File: config.mk
export PLATFORM = sky130hd
export DESIGN_NAME = haz_monitor
export DESIGN_NICKNAME = d
export VERILOG_FILES = /design/src/rtl/haz_monitor.sv
export SDC_FILE = /design/constraint.sdc
export NUM_CORES = 1
export LEC_CHECK = 0
export BUFFER_PORTS_ARGS = -buffer_cell sky130_fd_sc_hd__buf_2
export CELL_PAD_IN_SITES_DETAIL_PLACEMENT = 0
export CELL_PAD_IN_SITES_GLOBAL_PLACEMENT = 2
export CORE_ASPECT_RATIO = 0.9
export CORE_UTILIZATION = 37
export CTS_CLUSTER_DIAMETER = 40
export DETAILED_ROUTE_END_ITERATION = 10
export PLACE_DENSITY = 0.83
export SLEW_MARGIN = 20
export SYNTH_ARGS = -nofsm -noshare
export SYNTH_HDL_FRONTEND = slang
export SYNTH_SLANG_ARGS = --single-unit
File: constraint.sdc
create_clock -name clk -period 2.65 [get_ports clk]
set_input_delay 0.265 -clock clk [delete_from_list [all_inputs] [get_ports clk]]
set_output_delay 0.265 -clock clk [all_outputs]
set_load 0.02 [all_outputs]
File: src/rtl/haz_monitor.sv
// haz_monitor: watches the hazard lamp bus, measures the time between lamp
// transitions, and reports blink lock, cadence/stuck errors and mixed patterns.
// Ports:
//   clk          rising-edge clock
//   rst          asynchronous active-low reset
//   lamps        lamp bus under observation
//   clr          synchronous clear of the sticky fault flag
//   active       a valid blink is locked
//   timing_err   one-cycle pulse on cadence violation or stuck-on lamps
//   fault        sticky flag, set on a mixed (partial) lamp pattern
//   half_period  last measured edge-to-edge interval
module haz_monitor #(
   parameter int unsigned WIDTH  = 6,
   parameter int unsigned HALF   = 501,
   parameter int unsigned TOL    = 4,
   parameter int unsigned LOCK_N = 2,
   parameter int unsigned CW     = 10
) (
   input  logic             clk,
   input  logic             rst,
   input  logic [WIDTH-1:0] lamps,
   input  logic             clr,
   output logic             active,
   output logic             timing_err,
   output logic             fault,
   output logic [CW-1:0]    half_period
);

   localparam int unsigned GW  = (LOCK_N < 2) ? 1 : $clog2(LOCK_N + 1);
   localparam logic [CW-1:0] LO  = CW'(HALF - TOL);
   localparam logic [CW-1:0] HI  = CW'(HALF + TOL);
   localparam logic [CW-1:0] TMO = CW'(HALF + TOL + 1);

   typedef enum logic [1:0] {
      IDLE    = 2'd0,
      MEASURE = 2'd1,
      LOCKED  = 2'd2
   } state_e;

   state_e           state_q, state_d;
   logic [WIDTH-1:0] lamps_q;
   logic [CW-1:0]    cnt_q, cnt_d;
   logic [GW-1:0]    good_q, good_d;
   logic             active_q, active_d;
   logic             terr_q, terr_d;
   logic             fault_q, fault_d;
   logic [CW-1:0]    hp_q, hp_d;

   logic             lamp_edge;
   logic             in_range;
   logic             timeout;
   logic             prev_zero;
   logic             now_zero;
   logic             mixed;
   logic [GW-1:0]    good_inc;

   // Edge / interval qualification against the previous sample.
   assign lamp_edge = (lamps != lamps_q);
   assign in_range  = (cnt_q >= LO) && (cnt_q <= HI);
   assign timeout   = !lamp_edge && (cnt_q == TMO);
   assign prev_zero = (lamps_q == '0);
   assign now_zero  = (lamps == '0);
   assign mixed     = !now_zero && (lamps != '1);
   assign good_inc  = good_q + GW'(1);

   // State, counter and output registers.
   always_ff @(posedge clk or negedge rst) begin
      if (!rst) begin
         state_q  <= IDLE;
         lamps_q  <= '0;
         cnt_q    <= '0;
         good_q   <= '0;
         active_q <= 1'b0;
         terr_q   <= 1'b0;
         fault_q  <= 1'b0;
         hp_q     <= '0;
      end else begin
         state_q  <= state_d;
         lamps_q  <= lamps;
         cnt_q    <= cnt_d;
         good_q   <= good_d;
         active_q <= active_d;
         terr_q   <= terr_d;
         fault_q  <= fault_d;
         hp_q     <= hp_d;
      end
   end

   // Next-state and registered-output decisions.
   always_comb begin
      state_d  = state_q;
      good_d   = good_q;
      active_d = active_q;
      terr_d   = 1'b0;
      hp_d     = hp_q;
      fault_d  = fault_q;
      cnt_d    = '0;

      if (lamp_edge) begin
         cnt_d = CW'(1);
      end else if (state_q != IDLE) begin
         cnt_d = cnt_q + CW'(1);
      end

      if (lamp_edge && (state_q != IDLE)) begin
         hp_d = cnt_q;
      end

      case (state_q)
         IDLE: begin
            if (lamp_edge) begin
               state_d = MEASURE;
               good_d  = '0;
            end
         end
         MEASURE: begin
            if (lamp_edge) begin
               if (in_range) begin
                  good_d = good_inc;
                  if (good_inc == GW'(LOCK_N)) begin
                     state_d  = LOCKED;
                     active_d = 1'b1;
                  end
               end else begin
                  terr_d = 1'b1;
                  good_d = '0;
               end
            end else if (timeout) begin
               // Lamps frozen off means the blinker stopped; frozen on is a fault.
               state_d = IDLE;
               terr_d  = !prev_zero;
               cnt_d   = '0;
            end
         end
         LOCKED: begin
            if (lamp_edge) begin
               if (!in_range) begin
                  active_d = 1'b0;
                  if (now_zero) begin
                     // Blinker disabled: lamps forced off early, not an error.
                     state_d = IDLE;
                  end else begin
                     terr_d  = 1'b1;
                     state_d = MEASURE;
                     good_d  = '0;
                  end
               end
            end else if (timeout) begin
               active_d = 1'b0;
               state_d  = IDLE;
               terr_d   = !prev_zero;
               cnt_d    = '0;
            end
         end
         default: begin
            state_d = IDLE;
         end
      endcase

      // Set takes priority over clear.
      if (clr) begin
         fault_d = 1'b0;
      end
      if (mixed) begin
         fault_d = 1'b1;
      end
   end

   assign active      = active_q;
   assign timing_err  = terr_q;
   assign fault       = fault_q;
   assign half_period = hp_q;

endmodule

==> results.md <==
* cnt_q[0]$_DFF_PN0_ — timing startpoint of the critical path
* 0.743 — final weighted congestion of routability-driven global placement
* 1.00 — Async S/R FF share, synth
* 0.28 ns — source-to-sink clock delay at the later pin of the worst-skew pair
* 0 — Routed Antenna Nets
* 2 — number of H-tree levels
* compound AO/OA/AOI/OAI gates — cell family with most CP delay
* 2.27 ns — Worst Path Arrival
* register — endpoint kind of the worst setup timing path
* 0.44 ns — CP max stage delay
* 14.9% — area added between synthesis and finish
* 2.82 ns — required time of the critical path
* 1,171 — Via Count
* 34 — pin count of the biggest net entering global routing
* 0.730 ns — worst-margin pin slew
* cnt_q[0]$_DFF_PN0_ — startpoint of the worst register-to-register path
* 0.491 — portion of the post-synthesis area used by sequential elements
* 1,201 — via count of the first global-routing pass
* register to register — Crit Path Category
* 0.161 — GRT Overall Usage
* primary input to asynchronous set/reset pin — class of the worst hold path
* 22 — I/O pin count
* 60 — initial detailed-routing violation count
* 0 — drt drc
* 1 — total buffers and inverters traversed by the critical path
* 6 — largest fanout of any net on the critical path
* sky130_fd_sc_hd__dfrtp_1 — crit path max-delay cell type
* 3240 um — final WL
* 0.513 — relative slew slack
* 0.07 ns — post-CTS clock slew at the launch and capture registers of the worst setup and hold paths
* inv_1 -> ha_1 -> nand2b_4 -> or3_1 -> o2111ai_1 -> o21ai_1 -> a31oi_2 -> mux2_2 — Critical Path, Cell by Cell
* 22 — Site Rows
* sky130_fd_sc_hd__dfrtp_1 49%, sky130_fd_sc_hd__mux2_2 7.4%, sky130_fd_sc_hd__ha_1 6.7% — cell types with the largest area share after synthesis
* 2 — buffer levels on the longest clock path
* 0.791 — share of the clock period used by the worst path
* 5 — clock buffers created by TritonCTS
* 33 — FF+latch count, synth
* 5730 um — first-pass GRT wire length
* built — TritonCTS clock tree
* 0 — final setup vio count
* 0.00675 ns — Post-Route Skew
* 0.447 mV — IR drop worst, VDD
* sky130_fd_sc_hd__dfrtp_1 — most frequently used cell type in the post-synthesis netlist
* 0.00185 mm^2 — Placed Area
* sky130_fd_sc_hd__clkbuf_8 — clock tree root driver cell
* 0.000902 uW — Lkg Pwr
* 0.00168 mm^2 — synthesized cell area
* 171 — post-synthesis net count
* 0.00482 mm^2 — area enclosed by the die boundary
* 0 — Post-CTS Setup Inserts
* 11.0 um^2 — Syn Area/Cell
* 0 — Slew Viols, Final
* register — Critical Path Start Type
* 0 ns — total negative slack
* 0 — final hold vios
* 0.399 — Starting Density
* 66.0 um — die boundary height
* 0 — EDFF count, synth
* 4.88 — detailed-route vias per instance
* 4 — first drt pass iteration count
* sky130_fd_sc_hd__dfrtp_1 — leading area contributor after synthesis
* 73.1 um — chip width
* 0 — antenna violations before repair
* 2.10 ns — final critical delay including setup and external delays
* 0 — Antenna Cells
* 0.00193 mm^2 — post-layout instance area
* 33 — number of sinks handled by clock tree synthesis
* 0.256 — fraction of final layout cells sized beyond drive strength 1
* sky130_fd_sc_hd__dfrtp_1 — most used flip-flop cell after synthesis
* 655 mW/mm^2 — power density over cell area
* 0 — Yosys warnings
* false — unrepaired setup endpoints after global routing
* 33 x sky130_fd_sc_hd__dfrtp_1, 20 x sky130_fd_sc_hd__nor2_1, 11 x sky130_fd_sc_hd__mux2_2 — list of most frequent post-synthesis cells
* 0 — remaining global-route overflow
* 826 um^2 — combined flip-flop and latch cell area
* 0.477 GHz — f_max
* 21 — Buffers on Ports
* 197 — NumNets Final
* 153 — synthesized instance count
* 0.00421 mm^2 — Core Box Area
* 40 — post-synthesis cell type count
* 0 — quantity of hold-fixing buffers added after cts
* 2360 um — HPWL Detailed
* finished clean — run status
* 0.491 — Yosys top cell area share
* 0 — post-cts resize count
* 13.5 um — average wire per standard cell
* 415 — fill cell total of the finished layout
* 798 um^2 — multi-input logic area
* 0 — max-capacitance violation count
## kinds of logic (layout without fill, tap and decap cells)
logic type,count (synthesis),after routing,share of synthesized area
and+or+nand+nor,48,48,0.148
DFF,33,33,0.491
AOI/OAI and AO/OA,21,21,0.0878
muxes,15,15,0.0990
xor gates and xnor gates,14,14,0.0729
buffers and inverters,13,40,0.0342
adders and majority gates,9,9,0.0670
## stage by stage
| stage | utilization | hold WS [ns] | cells | total power (uW) | worst slack, ns |
|---|---|---|---|---|---|
| floorplan | - | -0.0306 | 153 | 816 | 0.699 |
| global placement | 0.439 | 0.362 | 232 | 913 | 0.627 |
| detailed placement | 0.439 | 0.375 | 232 | 916 | 0.563 |
| CTS | 0.459 | 0.0607 | 240 | 1280 | 0.537 |
| global route | 0.459 | 0.0777 | 240 | 1350 | 0.366 |
| finish | 0.459 | 0.0349 | 240 | 1270 | 0.554 |
## cell usage in the layout (no fill, tap or decap), drive strengths merged, types with 2 or more instances in the layout
master / n
dfrtp: 33
buf: 22
nor2: 20
mux2: 13
inv: 10
xor2: 9
ha: 9
nand3: 8
nand2: 7
clkbuf: 6
o21ai: 6
xnor2: 5
a21oi: 4
nor2b: 2
o311ai: 2
mux2i: 2
clkinv: 2
nor4: 2
nand2b: 2
a31oi: 2
## path summary, 6_finish.rpt
path / endpoint / slack, ns / depth (start not counted)
min in group clk: lamps_q[2]$_DFF_PN0_ / 0.14 / 1
hold reg to reg: half_period[3]$_DFFE_PN0P_ / 0.50 / 1
setup reg to reg: state_q[1]$_DFFE_PN0P_ / 0.55 / 8
max in group asynchronous: half_period[9]$_DFFE_PN0P_ / 2.14 / 1
setup / recovery: state_q[1]$_DFFE_PN0P_ / 0.55 / 8
hold / removal: active$_DFFE_PN0P_ / 0.03 / 1
## flip-flops by register name, indices dropped and copies added (netlist names)
signal / flops
half_period: 10
timing_err: 1
state_q: 2
fault: 1
lamps_q: 6
good_q: 2
active: 1
cnt_q: 10
## power by group
part	switching, uW	leakage (uW)	internal [uW]	total, uW
Sequential	21.4	0.000428	531	553
Combinational	200	0.000430	151	351
Clock	180	0.0000450	182	362
Total	401	0.000902	865	1270
## cell type report
| cell class | count | share of cell area |
|---|---|---|
| Tap cell | 60 | 0.0389 |
| Clock buffer | 6 | 0.0376 |
| Inverter | 10 | 0.0194 |
| Sequential cell | 33 | 0.427 |
| Clock inverter | 2 | 0.00518 |
| Timing Repair Buffer | 22 | 0.0583 |
| Multi-Input combinational cell | 107 | 0.413 |
## worst register-to-register path, stage by stage (launching register included)
cell                        delay (ns)
sky130_fd_sc_hd__dfrtp_1          0.44
sky130_fd_sc_hd__inv_1            0.13
sky130_fd_sc_hd__ha_1             0.20
sky130_fd_sc_hd__nand2b_4         0.06
sky130_fd_sc_hd__or3_1            0.33
sky130_fd_sc_hd__o2111ai_1        0.15
sky130_fd_sc_hd__o21ai_1          0.10
sky130_fd_sc_hd__a31oi_2          0.22
sky130_fd_sc_hd__mux2_2           0.36
## routing by layer
metal  wire length (um)  global-route usage  vias to the layer above
li1                   -                   -                      582
met1               1600               0.213                      564
met2               1460               0.242                       19
met3                117              0.0473                        6
met4                 58              0.0735                        0
met5                  0                   0                        -
Power figures use the tool's default switching activity.
